===== src/rtl/image_pipe_unpack.sv =====
// image_pipe_unpack: splits DW_IN-bit packed words into PW-bit pixels, lane 0 first, one per beat.
// Define IMAGE_PIPE_UNPACK_STATS_EN to add the frame_cnt/pix_cnt output counters.
module image_pipe_unpack #(
   parameter int DW_IN = 32,
   parameter int PW    = 8
) (
   input  logic             clk,
   input  logic             rst_n,
   input  logic [DW_IN-1:0] is_data_in,
   input  logic             is_valid_in,
   input  logic             is_end_in,
   output logic             is_busy_out,
   output logic [PW-1:0]    im_data_out,
   output logic             im_valid_out,
   output logic             im_end_out,
   input  logic             im_busy_in
`ifdef IMAGE_PIPE_UNPACK_STATS_EN
   ,
   output logic [15:0]      frame_cnt,
   output logic [31:0]      pix_cnt
`endif
);
   localparam int N  = DW_IN / PW;
   localparam int LW = (N > 1) ? $clog2(N) : 1;
   localparam logic [LW-1:0] LAST = LW'(N - 1);

   typedef enum logic {EMPTY, EMIT} state_t;

   state_t           state_q, state_d;
   logic [DW_IN-1:0] buf_q, buf_d;
   logic             end_q, end_d;
   logic [LW-1:0]    lane_q, lane_d;
   logic             buf_full, on_last, out_xfer, last_xfer, in_xfer;

   assign buf_full     = state_q == EMIT;
   assign on_last      = lane_q == LAST;
   assign out_xfer     = buf_full & ~im_busy_in;
   assign last_xfer    = out_xfer & on_last;
   // Draining the last lane frees the buffer in the same cycle, so a new word loads bubble-free.
   assign is_busy_out  = buf_full & ~last_xfer;
   assign in_xfer      = is_valid_in & ~is_busy_out;
   assign im_valid_out = buf_full;
   assign im_data_out  = buf_q[lane_q*PW +: PW];
   assign im_end_out   = buf_full & end_q & on_last;

   always_comb begin
      state_d = state_q;
      buf_d   = buf_q;
      end_d   = end_q;
      lane_d  = lane_q;
      if (in_xfer) begin
         state_d = EMIT;
         buf_d   = is_data_in;
         end_d   = is_end_in;
         lane_d  = '0;
      end else if (last_xfer) begin
         state_d = EMPTY;
         lane_d  = '0;
      end else if (out_xfer) begin
         lane_d  = lane_q + 1'b1;
      end
   end

   always_ff @(posedge clk or negedge rst_n) begin
      if (!rst_n) begin
         state_q <= EMPTY;
         buf_q   <= '0;
         end_q   <= 1'b0;
         lane_q  <= '0;
      end else begin
         state_q <= state_d;
         buf_q   <= buf_d;
         end_q   <= end_d;
         lane_q  <= lane_d;
      end
   end

`ifdef IMAGE_PIPE_UNPACK_STATS_EN
   logic [15:0] frame_cnt_q, frame_cnt_d;
   logic [31:0] pix_cnt_q, pix_cnt_d;

   always_comb begin
      frame_cnt_d = frame_cnt_q;
      pix_cnt_d   = pix_cnt_q;
      if (out_xfer) begin
         pix_cnt_d   = im_end_out ? '0 : pix_cnt_q + 1'b1;
         frame_cnt_d = im_end_out ? frame_cnt_q + 1'b1 : frame_cnt_q;
      end
   end

   always_ff @(posedge clk or negedge rst_n) begin
      if (!rst_n) begin
         frame_cnt_q <= '0;
         pix_cnt_q   <= '0;
      end else begin
         frame_cnt_q <= frame_cnt_d;
         pix_cnt_q   <= pix_cnt_d;
      end
   end

   assign frame_cnt = frame_cnt_q;
   assign pix_cnt   = pix_cnt_q;
`endif
endmodule


===== config.mk =====
export PLATFORM = sky130hd
export DESIGN_NAME = image_pipe_unpack
export DESIGN_NICKNAME = d
export VERILOG_FILES = /design/src/rtl/image_pipe_unpack.sv
export SDC_FILE = /design/constraint.sdc
export NUM_CORES = 1
export LEC_CHECK = 0
export CAP_MARGIN = 5
export CORE_MARGIN = 4
export CORE_UTILIZATION = 35
export CTS_BUF_LIST = sky130_fd_sc_hd__clkbuf_8 sky130_fd_sc_hd__clkbuf_16
export DETAILED_ROUTE_END_ITERATION = 6
export PLACE_DENSITY_LB_ADDON = 0.25
export SYNTH_ARGS = -nofsm -noshare
export SYNTH_HDL_FRONTEND = slang
export SYNTH_SLANG_ARGS = --single-unit

===== constraint.sdc =====
create_clock -name clk -period 2.7 [get_ports clk]
set_clock_uncertainty 0.15 [all_clocks]
set_input_delay 0.27 -clock clk [delete_from_list [all_inputs] [get_ports clk]]
set_output_delay 0.27 -clock clk [all_outputs]
set_load 0.03 [all_outputs]

# Word level (Yosys, flattened, before mapping)
# Cells that the tools add are included.
[word_totals] regBits=36 elab_cells=23
[classes] bitwise_logic=9 n_mux=5 n_addsub=1 n_reduce_logical=2 n_shift=1 n_eq_ne=1
[op_table] op="32-bit by 6-bit variable part select with 8-bit output" n=1
[op_table] op="1-bit bitwise AND" n=6
[op_table] op="2-bit two-way mux" n=3
[op_table] op="1-bit NOT" n=3
[op_table] op="3-bit nonzero test" n=1
[op_table] op="2-bit by 1-bit adder with 2-bit output, second input constant" n=1
[op_table] op="2-bit equality test, second input constant" n=1
[op_table] op="1-bit two-way mux" n=2
[op_table] op="2-bit nonzero test" n=1

# Longest topological paths before layout
[depth] depth_word=8 depth_mapped=5 mapped_depth_nobuf=4

# Least setup slack after synthesis
# OpenSTA, ideal clock, no wires.
[synth_path] path_kind="flip-flop to output port" startpoint="register lane_q[0]" endpoint="output port im_data_out[0]" path_buffers=1 stages_incl_launch_ff=3 slack_ps=1059 t_required_ps=2280 arrival_time_ps=1221 cell_sequence="dfrtp_1 > buf_2 > mux4_2"
[synth_via] elab_chain_len=1
[synth_rtl] item="start, declared" line="32" source="logic [LW-1:0] lane_q, lane_d;"
[synth_rtl] item="start signal, assigned" line="74" source="lane_q <= lane_d;"
[synth_rtl] item="32-bit by 6-bit variable part select with 8-bit output" line="43" source="assign im_data_out = buf_q[lane_q*PW +: PW];"
[synth_rtl] item="end, declared" line="13" source="output logic [PW-1:0] im_data_out,"
# Every way passes these cells.

# Final worst setup path
[layout_path] startpoint="register lane_q[0]" endpoint="output port im_data_out[1]"
# The elaborated chain is that of the path after synthesis.

==> flow_summary.json <==
{
  "syn_area_um2": 1590,
  "end_kind": "output pin",
  "fill_cells": 384,
  "clock-root-buffer": "clkbuf_8",
  "numPortBuffers": 47,
  "leakage_nw": 0.893,
  "die_w_um": 75.4,
  "ys_ff_latch": 36,
  "cap_violations": 0,
  "die_h_um": 75.4,
  "tightest_slew_ps": 785,
  "drc_errors": 0,
  "synth_area_leaders": "dfrtp_1 57%, mux2_2 22%, mux4_2 11%",
  "rows": 24,
  "vias": 962,
  "nets": 185,
  "yosys.cell_types.count": 17,
  "min_path_type": "register to register",
  "overflow": 0,
  "crit_family": "buffers and inverters",
  "power.density_nw_per_um2": 1150,
  "antenna_found_initial": 0,
  "routedLengthMet1_mm": 1.34,
  "cp_max_fo": 6,
  "period_needed_ps": 2550,
  "grt_pass1_wl_mm": 5.18,
  "clock_latency_ps": 280,
  "required_ps": 2280,
  "totalWireLength_mm": 3.05,
  "setup_viol": 0,
  "cp.arrival_ps": 2130,
  "postCtsSetupBuffers": 0,
  "io_pins": 48,
  "clockBufferDepth": 2,
  "status": "complete, no violations",
  "post-place-ws_ps": 424,
  "slew_viol_final": 0,
  "finalHoldViolations": 0,
  "ys_warn_count": 0,
  "power_mw": 2.52,
  "cp_slowest_cell": "clkdlybuf4s50_1",
  "cts_tree": "yes",
  "drive_gt1_share_pct": 34.7,
  "placed_cell_area_um2": 2100,
  "worstPathCellList": "buf_4, mux4_2, clkdlybuf4s50_1",
  "cts.reportedPaths.clkPinSlew_ps": 70,
  "routed_via_density": 4.83,
  "yosysSeqAreaShare_pct": 56.6,
  "slew_headroom_pct": 47.7,
  "cts_made_buffers": 5,
  "fin_crit_sh_pct": 94.4,
  "dieArea_um2": 5690,
  "max_stage_delay_ps": 610,
  "wl_met3_um": 189,
  "synthToLayoutAreaGrowth_pct": 37.6,
  "setup_ws_ps": 152,
  "core_area_um2": 4380,
  "postSynthAreaPerCell_um2": 16.9,
  "fmax_mhz": 392,
  "grt_max_degree": 37,
  "final_cell_mix": "46 x clkdlybuf4s50_1, 36 x dfrtp_1, 31 x mux2_2",
  "multiInputGateArea_um2": 648,
  "layout_commonest_cell": "clkdlybuf4s50_1",
  "dr.pass1.iters": 3,
  "top_layer": "met4",
  "cp.buffers_inverters": 2,
  "criticalPathCategory": "register to output pin",
  "peakVddDrop_mv": 0.709,
  "tns_ps": 0,
  "drtIter0Drc": 34,
  "h-tree-depth": 2,
  "rsz0062_at_grt": "false",
  "num_antenna_cells": 0,
  "finalInstanceArea_um2": 2190,
  "gp_congestion": 0.716,
  "hpwl_mm": 2.23,
  "yosysTopAreaCell": "dfrtp_1",
  "cts.sinks": 36,
  "synth_top_area_share_pct": 56.6,
  "final-seq-area_um2": 901,
  "grt_pass1_vias": 1073,
  "synthCells": 94,
  "post_drt_wl_per_cell_um": 15.3,
  "initial_core_util_pct": 36.3,
  "wl_met2_mm": 1.48,
  "ant_nets": 0,
  "start_kind": "register",
  "groute.usage.overall_pct": 12.4,
  "synthesis.nets": 132
}
path summary, 6_finish.rpt:
kind | start | end | slack (ps) | cells past startpoint
hold / removal | buf_q[11]$_DFFE_PN0P_ | buf_q[11]$_DFFE_PN0P_ | 350 | 1
setup reg to reg | lane_q[0]$_DFFE_PN0P_ | buf_q[3]$_DFFE_PN0P_ | 630 | 5
hold reg to reg | buf_q[11]$_DFFE_PN0P_ | buf_q[11]$_DFFE_PN0P_ | 350 | 1
setup / recovery | lane_q[0]$_DFFE_PN0P_ | im_data_out[1] | 150 | 3
min in group asynchronous | rst_n | buf_q[7]$_DFFE_PN0P_ | 460 | 2
max in group asynchronous | rst_n | end_q$_DFFE_PN0P_ | 1430 | 2
flip-flops by register name, indices dropped and copies added, names as in the netlist:
register	count
im_valid_out	1
lane_q	2
end_q	1
buf_q	32
through the flow:
step           instances  utilization, %  hold WS, ps
2_1_floorplan         94               -         -176
3_3_place_gp         191            47.9          240
3_5_place_dp         191            47.9          252
4_1_cts              199            49.9          355
5_1_grt              199            49.9          367
6_report             199            49.9          347
Yosys cell counts:
cell and n:
dfrtp_1 36, mux2_2 31, mux4_2 8, buf_6 3
nand2b_1 3, mux2_1 2, a21boi_4 1, a21oi_1 1
a32o_1 1, and2_1 1, and3_1 1, buf_2 1
clkbuf_1 1, ha_1 1, nand3_1 1, o31ai_1 1
or2_2 1
final cells by class:
type	instances	area share, %
Tap cell	52	2.97
Clock inverter	2	0.400
Timing Repair Buffer	51	22.7
Multi-Input combinational cell	53	29.6
Clock buffer	5	3.14
Sequential cell	36	41.1
kinds of logic (layout without fill, tap and decap cells):
kind of cell	count (synthesis)	count (layout)	share of synthesized area, %
multiplexers	41	41	34.7
flip-flops	36	36	56.6
AND/OR/NAND/NOR	7	7	2.67
buffers and inverters	5	58	2.67
AO/OA/AOI/OAI	4	4	2.59
adder cells (fa/ha/maj)	1	1	0.786
worst reg2reg max path, cell delays in order (launching register included):
cell	delay, ps
dfrtp_1	470
ha_1	270
nand2b_1	130
a21boi_4	150
buf_4	380
mux2_2	400
power breakdown:
group | switching, mW | leakage, nW | internal (mW)
combinational | 0.536 | 0.418 | 0.695
clock | 0.167 | 0.0452 | 0.171
sequential | 0.140 | 0.430 | 0.808
per-layer routing:
layer  global-route usage [%]  vias up
li1                         -      456
met3                     3.83        5
met1                     16.6      477
met5                        0        -
met4                     5.24        0
met2                     18.8       24
what timing repair did:
| item | in CTS | in global routing |
|---|---|---|
| hold buffers | 1 | 0 |
| endpoints found under the hold margin | 36 | 0 |
| resized for setup | 0 | 0 |
No activity file was read; power rests on OpenSTA's default activity.
